<file path="config.mk">
export PLATFORM = sky130hd
export DESIGN_NAME = peripheral_bus_arbiter
export DESIGN_NICKNAME = d
export VERILOG_FILES = /design/src/rtl/peripheral_bus_pkg.sv /design/src/rtl/peripheral_bus_rr_arbiter.sv /design/src/rtl/peripheral_bus_arbiter.sv
export SDC_FILE = /design/constraint.sdc
export NUM_CORES = 1
export LEC_CHECK = 0
export BUFFER_PORTS_ARGS = -buffer_cell sky130_fd_sc_hd__buf_2
export CORE_MARGIN = 2
export CORE_UTILIZATION = 51
export CTS_BUF_LIST = sky130_fd_sc_hd__clkbuf_8
export DETAILED_ROUTE_END_ITERATION = 6
export PLACE_DENSITY = 0.89
export SYNTH_ARGS = -nofsm -noshare
export SYNTH_HDL_FRONTEND = slang
export SYNTH_HIERARCHICAL = 1
export SYNTH_SLANG_ARGS = --single-unit
</file>
<file path="constraint.sdc">
create_clock -name clk -period 5.2 [get_ports clk]
set_input_delay 1.3 -clock clk [delete_from_list [all_inputs] [get_ports clk]]
set_output_delay 1.3 -clock clk [all_outputs]
set_load 0.02 [all_outputs]
</file>
<file path="src/rtl/peripheral_bus_pkg.sv">
// Shared types and constants for the peripheral bus arbiter and its sub-blocks.
package peripheral_bus_pkg;

  typedef enum logic [1:0] {
    StIdle,
    StAccess,
    StRespond
  } bus_state_e;

  localparam int unsigned DEVICE_INDEX_MSB    = 15;
  localparam int unsigned DEVICE_INDEX_LSB    = 12;
  localparam int unsigned LOCAL_ADDRESS_WIDTH = 12;
  localparam int unsigned DATA_WIDTH          = 32;

  localparam logic [DATA_WIDTH-1:0] ERROR_DATA = 32'h0;

  function automatic logic device_valid(logic [3:0] idx, int unsigned count);
    return {28'd0, idx} < count;
  endfunction

endpackage

</file>
<file path="src/rtl/peripheral_bus_rr_arbiter.sv">
// Two-way round-robin arbiter; last_q remembers the most recent winner so the
// other requester wins the next tie. Resets favouring requester 0.
module peripheral_bus_rr_arbiter (
  input  logic       clk_i,
  input  logic       rst_i,
  input  logic [1:0] req_i,
  input  logic       advance_i,
  output logic [1:0] gnt_o
);

  logic last_q, last_d;

  always_comb begin
    if (req_i == 2'b11) begin
      gnt_o = last_q ? 2'b01 : 2'b10;
    end else begin
      gnt_o = req_i;
    end
    last_d = (advance_i && (gnt_o != 2'b00)) ? gnt_o[1] : last_q;
  end

  always_ff @(posedge clk_i or posedge rst_i) begin
    if (rst_i) begin
      last_q <= 1'b1;
    end else begin
      last_q <= last_d;
    end
  end

endmodule

</file>
<file path="src/rtl/peripheral_bus_arbiter.sv">
// Shares the peripheral bus between the core data port (r0) and the debug port (r1),
// sequencing each grant as one IDLE -> ACCESS -> RESPOND bus access.
module peripheral_bus_arbiter
  import peripheral_bus_pkg::*;
#(
  parameter int unsigned DEVICE_COUNT   = 8,
  parameter int unsigned TIMEOUT_CYCLES = 16
) (
  input  logic                           clk,
  input  logic                           rst,
  input  logic                           r0_request,
  input  logic                           r0_we,
  input  logic [15:0]                    r0_address,
  input  logic [3:0]                     r0_byteSelect,
  input  logic [DATA_WIDTH-1:0]          r0_dataWrite,
  output logic                           r0_acknowledge,
  output logic                           r0_error,
  output logic [DATA_WIDTH-1:0]          r0_dataRead,
  input  logic                           r1_request,
  input  logic                           r1_we,
  input  logic [15:0]                    r1_address,
  input  logic [3:0]                     r1_byteSelect,
  input  logic [DATA_WIDTH-1:0]          r1_dataWrite,
  output logic                           r1_acknowledge,
  output logic                           r1_error,
  output logic [DATA_WIDTH-1:0]          r1_dataRead,
  output logic                           peripheralBus_we,
  output logic                           peripheralBus_oe,
  output logic [LOCAL_ADDRESS_WIDTH-1:0] peripheralBus_address,
  output logic [3:0]                     peripheralBus_byteSelect,
  output logic [DATA_WIDTH-1:0]          peripheralBus_dataWrite,
  output logic [DEVICE_COUNT-1:0]        deviceEnable,
  input  logic [DATA_WIDTH-1:0]          peripheralBus_dataRead,
  input  logic                           peripheralBus_requestOutput,
  input  logic                           peripheralBus_busy
);

  localparam int unsigned CntW = $clog2(TIMEOUT_CYCLES + 1);

  bus_state_e            state_q, state_d;
  logic                  we_q, we_d;
  logic [15:0]           addr_q, addr_d;
  logic [3:0]            be_q, be_d;
  logic [DATA_WIDTH-1:0] wdata_q, wdata_d;
  logic                  gid_q, gid_d;
  logic [CntW-1:0]       cnt_q, cnt_d;
  logic                  rsp_err_q, rsp_err_d;
  logic [DATA_WIDTH-1:0] rsp_data_q, rsp_data_d;
  logic [1:0]            gnt;
  logic                  grant;

  peripheral_bus_rr_arbiter u_rr_arbiter (
    .clk_i    (clk),
    .rst_i    (rst),
    .req_i    ({r1_request, r0_request}),
    .advance_i(grant),
    .gnt_o    (gnt)
  );

  always_comb begin
    state_d    = state_q;
    we_d       = we_q;
    addr_d     = addr_q;
    be_d       = be_q;
    wdata_d    = wdata_q;
    gid_d      = gid_q;
    cnt_d      = cnt_q;
    rsp_err_d  = rsp_err_q;
    rsp_data_d = rsp_data_q;
    grant      = 1'b0;
    unique case (state_q)
      StIdle: begin
        if (r0_request || r1_request) begin
          grant   = 1'b1;
          gid_d   = gnt[1];
          we_d    = gnt[1] ? r1_we         : r0_we;
          addr_d  = gnt[1] ? r1_address    : r0_address;
          be_d    = gnt[1] ? r1_byteSelect : r0_byteSelect;
          wdata_d = gnt[1] ? r1_dataWrite  : r0_dataWrite;
          cnt_d   = '0;
          if (device_valid(addr_d[DEVICE_INDEX_MSB:DEVICE_INDEX_LSB], DEVICE_COUNT)) begin
            state_d = StAccess;
          end else begin
            // Unmapped device: answer with an error without touching the bus.
            state_d    = StRespond;
            rsp_err_d  = 1'b1;
            rsp_data_d = ERROR_DATA;
          end
        end
      end
      StAccess: begin
        if (peripheralBus_busy) begin
          cnt_d = cnt_q + 1'b1;
          if (cnt_d == CntW'(TIMEOUT_CYCLES)) begin
            state_d    = StRespond;
            rsp_err_d  = 1'b1;
            rsp_data_d = ERROR_DATA;
          end
        end else begin
          state_d = StRespond;
          if (we_q) begin
            rsp_err_d  = 1'b0;
            rsp_data_d = ERROR_DATA;
          end else begin
            // No device claimed the read: report an error and return zero.
            rsp_err_d  = !peripheralBus_requestOutput;
            rsp_data_d = peripheralBus_requestOutput ? peripheralBus_dataRead : ERROR_DATA;
          end
        end
      end
      StRespond: state_d = StIdle;
      default:   state_d = StIdle;
    endcase
  end

  always_ff @(posedge clk or posedge rst) begin
    if (rst) begin
      state_q    <= StIdle;
      we_q       <= 1'b0;
      addr_q     <= '0;
      be_q       <= '0;
      wdata_q    <= '0;
      gid_q      <= 1'b0;
      cnt_q      <= '0;
      rsp_err_q  <= 1'b0;
      rsp_data_q <= '0;
    end else begin
      state_q    <= state_d;
      we_q       <= we_d;
      addr_q     <= addr_d;
      be_q       <= be_d;
      wdata_q    <= wdata_d;
      gid_q      <= gid_d;
      cnt_q      <= cnt_d;
      rsp_err_q  <= rsp_err_d;
      rsp_data_q <= rsp_data_d;
    end
  end

  always_comb begin
    peripheralBus_we         = 1'b0;
    peripheralBus_oe         = 1'b0;
    peripheralBus_address    = '0;
    peripheralBus_byteSelect = '0;
    peripheralBus_dataWrite  = '0;
    deviceEnable             = '0;
    if (state_q == StAccess) begin
      peripheralBus_we         = we_q;
      peripheralBus_oe         = !we_q;
      peripheralBus_address    = addr_q[LOCAL_ADDRESS_WIDTH-1:0];
      peripheralBus_byteSelect = be_q;
      peripheralBus_dataWrite  = wdata_q;
      for (int unsigned i = 0; i < DEVICE_COUNT; i++) begin
        deviceEnable[i] = ({28'd0, addr_q[DEVICE_INDEX_MSB:DEVICE_INDEX_LSB]} == i);
      end
    end
  end

  assign r0_acknowledge = (state_q == StRespond) && !gid_q;
  assign r1_acknowledge = (state_q == StRespond) && gid_q;
  assign r0_error       = r0_acknowledge && rsp_err_q;
  assign r1_error       = r1_acknowledge && rsp_err_q;
  assign r0_dataRead    = r0_acknowledge ? rsp_data_q : '0;
  assign r1_dataRead    = r1_acknowledge ? rsp_data_q : '0;

endmodule

</file>
==> flow_summary.json, run 1 <==
{
  "cts_resized": 0,
  "avgViaCountPerCell": 5.04,
  "finalWeightedCongestion": 0.811,
  "die_w_um": 105,
  "path_cells": "nor2b_2 > buf_4 > and2_1 > buf_2",
  "grt_max_degree": 77,
  "status": "complete, no violations",
  "worst_hold_slack_ps": 487,
  "vias": 4830,
  "setup_violations": 0,
  "drv_cap": 0,
  "rr_worst_depth": 6,
  "drcViolationCount": 0,
  "dieArea_um2": 11100,
  "p_total_w": 0.00291,
  "maxSlewViolCount": 0,
  "ios": 270,
  "dpl.hpwl_um": 10500,
  "drive_gt1_share_pct": 36.3,
  "antenna_found_initial": 1,
  "synthesis.area_um2": 5220,
  "clock-sinks": 95,
  "powerDensity_nw_per_um2": 428,
  "drt-total-wl_um": 14000,
  "cts_tree": "built",
  "clock_skew_ps": 8.13,
  "initial_utilization_pct": 52.9,
  "rows": 36,
  "ctsHoldBuffers": 0,
  "drt-wirelength-per-cell_um": 14.7,
  "port_buffers": 269,
  "grt_setup_unrepaired": "no",
  "fmax_ghz": 0.262,
  "grt.total_usage_pct": 25.7,
  "fillCellCount": 776,
  "syn_area_per_cell_um2": 9.12,
  "worst_slew_pin_slew_ps": 1220,
  "critical_path_buf_inv_count": 2,
  "startpoint_type": "flip-flop",
  "clk_pin_slew_ps": 90,
  "grt.overflow.total": 0,
  "tns_ps": 0,
  "cp_data_required_time_ps": 3900,
  "critPathMaxStageDelay_ps": 1010,
  "h-tree-depth": 3,
  "hold_class": "flip-flop to flip-flop",
  "antenna_left": 0,
  "crit_path_end_kind": "primary output",
  "power_leakage_nw": 3.60,
  "crit_type": "flip-flop to primary output",
  "whs_path_depth": 2,
  "cts_buffers": 9,
  "syn_inst": 572,
  "cp.depth": 4,
  "grt_first_pass_wirelength_um": 22600,
  "path_max_fanout": 38,
  "relSlewSlack_pct": 18.1,
  "finalCritPeriodShare_pct": 73.5,
  "root_buffer": "clkbuf_8",
  "die_h_um": 105,
  "grt_pass1_vias": 4662,
  "yosys_warnings": 6,
  "hold_viol": 0,
  "finalCriticalPeriod_ps": 3820,
  "clk_latency_ps": 360,
  "cpMaxStageDelayCell": "nor2b_2",
  "syn_to_final_growth_pct": 30.2,
  "design.core.area_um2": 9860,
  "cp.arrival_ps": 2520,
  "drt-initial-drc-count": 299,
  "critPathTopFamily": "simple AND/OR/NAND/NOR gates",
  "cts_setup_buffers": 0,
  "dr.pass1.iters": 5,
  "fin_nets": 963,
  "cts_max_path_buffers": 2,
  "irDropWorstVdd_v": 0.000235,
  "syn_nets": 717
}
==> worst reg2reg max path: stages (launching register included) <==
cell	delay [ps]
dfrtp_1	490
nor2b_2	1010
buf_4	350
and2_1	300
o21ai_2	90
buf_4	250
o211a_1	250
==> final timing paths <==
check / startpoint / to / slack [ps]
min: be_q[0]$_DFFE_PP0P_ / be_q[0]$_DFFE_PP0P_ / 490
max reg2reg: state_q[0]$_DFFE_PP0P_ / rsp_err_q$_DFFE_PP0P_ / 2360
min in group asynchronous: rst / u_rr_arbiter/last_q$_DFFE_PP1P_ / 970
max: state_q[0]$_DFFE_PP0P_ / peripheralBus_dataWrite[9] / 1380
max in group asynchronous: rst / wdata_q[3]$_DFFE_PP0P_ / 3210
min reg2reg: be_q[0]$_DFFE_PP0P_ / be_q[0]$_DFFE_PP0P_ / 490
==> power by group <==
group | internal [W] | switching [W]
registers | 0.00102 | 0.000207
clock network | 0.000185 | 0.000261
logic | 0.000458 | 0.000781
==> placed cells by master (no fill, tap or decap), drive strengths merged, types with 3 or more instances in the layout <==
master and count:
buf 276, a22o 3, mux2i 54, dfrtp 94
inv 37, nor2 10, nand3 5, nor2b 3
clkbuf 10, nand2b 3, a22oi 31, o21ai 87
clkinvlp 3, and2 116, nor4 3, nand2 62
a21oi 4, nor3 5
==> sequential cells by signal, summed over array words and instances (netlist names) <==
signal and count:
state_q 2, wdata_q 32, cnt_q 5, rsp_err_q 1, rsp_data_q 32, be_q 4
gid_q 1, u_rr_arbiter/last_q 1, addr_q 16, we_q 1
==> per-layer routing <==
metal | track usage (%) | vias to the layer above | routed length (um) | part of all wire (%)
li1 | - | 2403 | - | -
met1 | 31.6 | 2211 | 5570 | 40
met5 | 0 | - | 0 | 0
met2 | 44.0 | 193 | 7030 | 50
met4 | 7.43 | 0 | 291 | 2.1
met3 | 7.42 | 23 | 1150 | 8.2
==> layout make-up <==
type	instances	area, um2	area share, %
clock buffer	10	138	2.03
inverter	35	134	1.97
multi-input combinational	401	2520	37.1
sequential	95	2380	35.0
antenna	2	5.00	0.0737
clock inverter	6	38.8	0.571
tap	133	166	2.45
timing repair buffer	276	1410	20.8
==> through the flow <==
stage / cell area [um2] / std cells / utilization, % / setup WS (ps)
3_5_place_dp: 6610 / 940 / 67.0 / 1760
2_1_floorplan: 5220 / 572 / - / 1450
4_1_cts: 6790 / 956 / 68.8 / 1350
5_1_grt: 6790 / 957 / 68.8 / 1120
6_report: 6790 / 958 / 68.9 / 1380
3_3_place_gp: 6610 / 940 / 67.0 / 1830
No activity file was read; power rests on OpenSTA's default activity.
==> inputs of run 2 (changes only) <==
--- a/config.mk
+++ b/config.mk
@@ -7,10 +7,10 @@
 export LEC_CHECK = 0
 export BUFFER_PORTS_ARGS = -buffer_cell sky130_fd_sc_hd__buf_2
 export CORE_MARGIN = 2
-export CORE_UTILIZATION = 51
+export CORE_UTILIZATION = 47
 export CTS_BUF_LIST = sky130_fd_sc_hd__clkbuf_8
 export DETAILED_ROUTE_END_ITERATION = 6
-export PLACE_DENSITY = 0.89
+export PLACE_DENSITY = 0.83
 export SYNTH_ARGS = -nofsm -noshare
 export SYNTH_HDL_FRONTEND = slang
 export SYNTH_HIERARCHICAL = 1
==> constraint.sdc (replaced) <==
create_clock -name clk -period 3.95 [get_ports clk]
set_input_delay 0.9875 -clock clk [delete_from_list [all_inputs] [get_ports clk]]
set_output_delay 0.9875 -clock clk [all_outputs]
set_load 0.02 [all_outputs]
==> run 2 against run 1 <==
Against the previous run: clock skew up 5.6 ps; cell area up 0.64%; sequential cell count unchanged; core utilization down 5.8 points; critical path depth down 1; largest power group unchanged.
==> flow_summary.json, run 2 (synthesis results as in run 1) <==
{
  "die_h_um": 109,
  "worst_hold_slack_ps": 484,
  "hold_viol": 0,
  "crit_type": "flip-flop to primary output",
  "drcViolationCount": 0,
  "fmax_ghz": 0.332,
  "final_common_cell": "buf_2",
  "drt-total-wl_um": 14400,
  "clock-sinks": 95,
  "worst_slew_pin_slew_ps": 901,
  "relSlewSlack_pct": 39.9,
  "switching_share_pct": 42.8,
  "port_buffers": 269,
  "antenna_left": 0,
  "grt_first_pass_wirelength_um": 22200,
  "vias": 4850,
  "internal-power_w": 0.00221,
  "initial_utilization_pct": 48.1,
  "design.core.area_um2": 10800,
  "syn_to_final_growth_pct": 31.0,
  "cp.arrival_ps": 2020,
  "hold_class": "flip-flop to flip-flop",
  "dr.pass1.iters": 4,
  "antenna_found_initial": 3,
  "finalCritPeriodShare_pct": 76.1,
  "fin_nets": 966,
  "drive_gt1_share_pct": 36.8,
  "power_leakage_nw": 3.62,
  "tns_ps": 0,
  "clkPwrFrac_pct": 16.1,
  "dpl_cell_area_um2": 6640,
  "status": "complete, no violations",
  "dpl.hpwl_um": 10800,
  "cts_tree": "built",
  "clock_skew_ps": 13.7,
  "min_to": "wdata_q[30]$_DFFE_PP0P_",
  "p_total_w": 0.00386,
  "die_w_um": 109,
  "rr_worst_depth": 6,
  "rows": 38,
  "crit_path_end_kind": "primary output",
  "fin_area_um2": 6840,
  "grt.overflow.total": 0,
  "cp_data_required_time_ps": 2960,
  "drt-initial-drc-count": 295,
  "r2r_slack_ps": 1690,
  "cts_setup_buffers": 0,
  "r2r-end": "rsp_err_q$_DFFE_PP0P_",
  "ios": 270,
  "drt-wirelength-per-cell_um": 14.8,
  "cts_resized": 0,
  "path_max_fanout": 34,
  "layout_common_cells": "buf_2, and2_1, dfrtp_1, o21ai_1, nand2_1",
  "h-tree-depth": 3,
  "grt_max_degree": 90,
  "grt.total_usage_pct": 23.8,
  "dieArea_um2": 12000,
  "drv_cap": 0,
  "startpoint_type": "flip-flop",
  "powerDensity_nw_per_um2": 565,
  "multi_input_area_um2": 2520,
  "irDropWorstVdd_v": 0.000304,
  "root_buffer": "clkbuf_8",
  "setup_violations": 0,
  "comb_power_share_pct": 42.4,
  "seqCellArea_um2": 2380,
  "grt_pass1_vias": 4515,
  "clk_latency_ps": 350,
  "clk_pin_slew_ps": 90,
  "rr_startpoint": "state_q[0]$_DFFE_PP0P_",
  "finalCriticalPeriod_ps": 3010,
  "top_regs": "rsp_data_q (32), wdata_q (32), addr_q (16)",
  "switching_power_w": 0.00166,
  "min_from": "wdata_q[30]$_DFFE_PP0P_",
  "seq_power_share_pct": 41.6,
  "ctsHoldBuffers": 0,
  "whs_path_depth": 2,
  "finalWeightedCongestion": 0.773,
  "final_util_pct": 63.1,
  "cts_max_path_buffers": 2,
  "cts_buffers": 9,
  "fillCellCount": 939,
  "maxSlewViolCount": 0,
  "avgViaCountPerCell": 5.01,
  "grt_setup_unrepaired": "no"
}
## run 2: cell types whose count changed in the layout (fill, tap and decap cells not counted), sizes merged
cell	previous run	this run
inv	37	39
clkinv	1	2
clkinvlp	3	0
buf	276	279
## run 2: metrics by stage
step | setup WS [ps] | std cells
after floorplan | 514 | 572
after global placement | 1350 | 950
after detailed placement | 1290 | 950
after CTS | 898 | 966
after global routing | 751 | 968
final | 942 | 968
## run 2: how the worst max path moves through the flow
stage	from	endpoint	cells past startpoint
floorplan	rst	addr_q[0]$_DFFE_PP0P_	1
global route	state_q[1]$_DFFE_PP0P_	r1_dataRead[12]	3
global placement	state_q[0]$_DFFE_PP0P_	r1_dataRead[10]	3
CTS	state_q[0]$_DFFE_PP0P_	r1_dataRead[25]	3
detailed placement	state_q[0]$_DFFE_PP0P_	r1_dataRead[25]	3
finish	state_q[0]$_DFFE_PP0P_	r1_dataRead[25]	3
## run 2: cell type report
| class | instances | area share [%] |
|---|---|---|
| well taps | 140 | 2.56 |
| inverters | 35 | 1.96 |
| repair buffers | 279 | 21.0 |
| diodes | 2 | 0.0732 |
| multi-input cells | 401 | 36.9 |
| clock inverters | 6 | 0.750 |
| flip-flops and latches | 95 | 34.8 |
| clock buffers | 10 | 2.01 |
## run 2: power groups by stage
stage | Clock [W] | Sequential [W] | Combinational [W]
detailed placement | 0 | 0.00162 | 0.00166
floorplan | 0 | 0.00151 | 0.00128
finish | 0.000621 | 0.00161 | 0.00164
global route | 0.000678 | 0.00166 | 0.00184
global placement | 0 | 0.00160 | 0.00161
CTS | 0.000641 | 0.00160 | 0.00166
## run 2: critical path, stage by stage, from the launching register on
cell	delay [ps]
dfrtp_1	490
and3b_1	800
and2_1	230
buf_2	160
## run 2: metal layers
layer	vias to the layer above	wire (um)	share of wire [%]	global-route usage, %
li1	2415	-	-	-
met4	2	229	1.6	6.87
met3	19	1300	9.1	6.76
met1	2217	5520	38	27.4
met5	-	13	0.091	0
met2	197	7290	51	42.8
==> inputs of run 3 (changes only) <==
==> constraint.sdc (replaced) <==
create_clock -name clk -period 3.1 [get_ports clk]
set_input_delay 0.775 -clock clk [delete_from_list [all_inputs] [get_ports clk]]
set_output_delay 0.775 -clock clk [all_outputs]
set_load 0.02 [all_outputs]
==> run 3 against run 2 <==
Against the previous run: sequential power grew 29%; routed wire length shrank 1.2%; final cell count grew 0.41%; cell area grew 1.3%; non-clock buffer count grew 4; die area is the same; clock-buffer cell count is the same; setup slack lost 620 ps; first-iteration DRC count shrank 18%; global-route usage shrank 0.14 points; via count grew 0.60%; largest cell class unchanged.
==> flow_summary.json, run 3 (synthesis results as in run 1) <==
{
  "cts_tree": "built",
  "grt_pass1_vias": 4468,
  "h-tree-depth": 3,
  "cp.arrival_ps": 2000,
  "irDropWorstVdd_v": 0.000399,
  "dr.pass1.iters": 5,
  "cp_data_required_time_ps": 2320,
  "clock-sinks": 95,
  "path_max_fanout": 12,
  "syn_to_final_growth_pct": 32.7,
  "rr_worst_depth": 6,
  "final_common_cell": "buf_2",
  "clk_pin_slew_ps": 90,
  "design.core.area_um2": 10800,
  "drt-initial-drc-count": 243,
  "status": "complete, no violations",
  "finalWeightedCongestion": 0.812,
  "power_leakage_nw": 3.66,
  "rr_startpoint": "state_q[0]$_DFFE_PP0P_",
  "clock_skew_ps": 14.0,
  "maxSlewViolCount": 0,
  "crit_type": "flip-flop to primary output",
  "dp_cells": 954,
  "rows": 38,
  "clk_latency_ps": 350,
  "path_cells": "nor2b_2 > buf_4 > and2_1 > buf_2",
  "dieArea_um2": 12000,
  "p_total_w": 0.00511,
  "die_w_um": 109,
  "vias": 4879,
  "setup_violations": 0,
  "antenna_found_initial": 3,
  "drive_gt1_share_pct": 37.0,
  "grt.total_usage_pct": 23.6,
  "powerDensity_nw_per_um2": 738,
  "die_h_um": 109,
  "r2r_slack_ps": 670,
  "finalCritPeriodShare_pct": 89.5,
  "drcViolationCount": 0,
  "fin_nets": 970,
  "drt-wirelength-per-cell_um": 14.6,
  "grt_first_pass_wirelength_um": 21900,
  "top_regs": "rsp_data_q (32), wdata_q (32), addr_q (16)",
  "critical_path_buf_inv_count": 2,
  "critPathLaunch": "state_q[0]$_DFFE_PP0P_",
  "grt_setup_unrepaired": "no",
  "worst_slew_pin_slew_ps": 758,
  "crit_path_end_kind": "primary output",
  "fin_cells": 972,
  "cts_setup_buffers": 0,
  "relSlewSlack_pct": 49.4,
  "fmax_ghz": 0.361,
  "ctsHoldBuffers": 0,
  "dpl.hpwl_um": 10600,
  "root_buffer": "clkbuf_8",
  "cts_resized": 0,
  "grt.overflow.total": 0,
  "layout_common_cells": "buf_2, and2_1, dfrtp_1, o21ai_1, nand2_1",
  "tns_ps": 0,
  "cpMaxStageDelayCell": "nor2b_2",
  "grt_max_degree": 88,
  "drt-total-wl_um": 14200,
  "port_buffers": 269,
  "cp.depth": 4,
  "avgViaCountPerCell": 5.02,
  "drv_cap": 0,
  "critPathTopFamily": "simple AND/OR/NAND/NOR gates",
  "r2r-end": "state_q[1]$_DFFE_PP0P_",
  "cts_buffers": 9,
  "startpoint_type": "flip-flop",
  "initial_utilization_pct": 48.1,
  "hold_class": "input pin to asynchronous set/reset pin",
  "critPathMaxStageDelay_ps": 560,
  "final_util_pct": 63.9,
  "ios": 270,
  "antenna_left": 0,
  "cts_max_path_buffers": 2,
  "hold_viol": 0,
  "finalCriticalPeriod_ps": 2770
}
run 3: power breakdown:
part	total, W	switching, W	internal, W
clock network	0.000905	0.000431	0.000474
registers	0.00208	0.000372	0.00171
logic	0.00213	0.00131	0.000819
run 3: worst max-delay path by stage:
stage,end,slack [ps]
6_report,peripheralBus_byteSelect[3],330
5_1_grt,deviceEnable[6],140
4_1_cts,peripheralBus_byteSelect[3],270
3_5_place_dp,state_q[1]$_DFFE_PP0P_,640
3_3_place_gp,state_q[1]$_DFFE_PP0P_,700
2_1_floorplan,deviceEnable[3],840
run 3: area by class of cell:
type | instances | area (um2)
Clock inverter | 6 | 85.1
Antenna cell | 2 | 5.00
Tap cell | 140 | 175
Sequential cell | 95 | 2380
Timing Repair Buffer | 283 | 1490
Clock buffer | 10 | 138
Fill cell | 945 | 3910
Multi-Input combinational cell | 401 | 2520
Inverter | 35 | 135
run 3: metrics by stage:
stage	hold WS [ps]	setup slack (ps)	cell area [um2]
final	430	327	6930
after global routing	424	140	6930
after CTS	416	275	6920
after detailed placement	467	638	6700
after global placement	460	695	6700
after floorplan	447	839	5220
run 3: per-layer routing:
layer  share of wire (%)  up-vias  global-route usage (%)
li1                    -     2426                       -
met2                  49      201                    40.4
met4                0.79        2                    5.79
met3                 8.6       10                    6.88
met5               0.092        -                       0
met1                  42     2240                    29.4
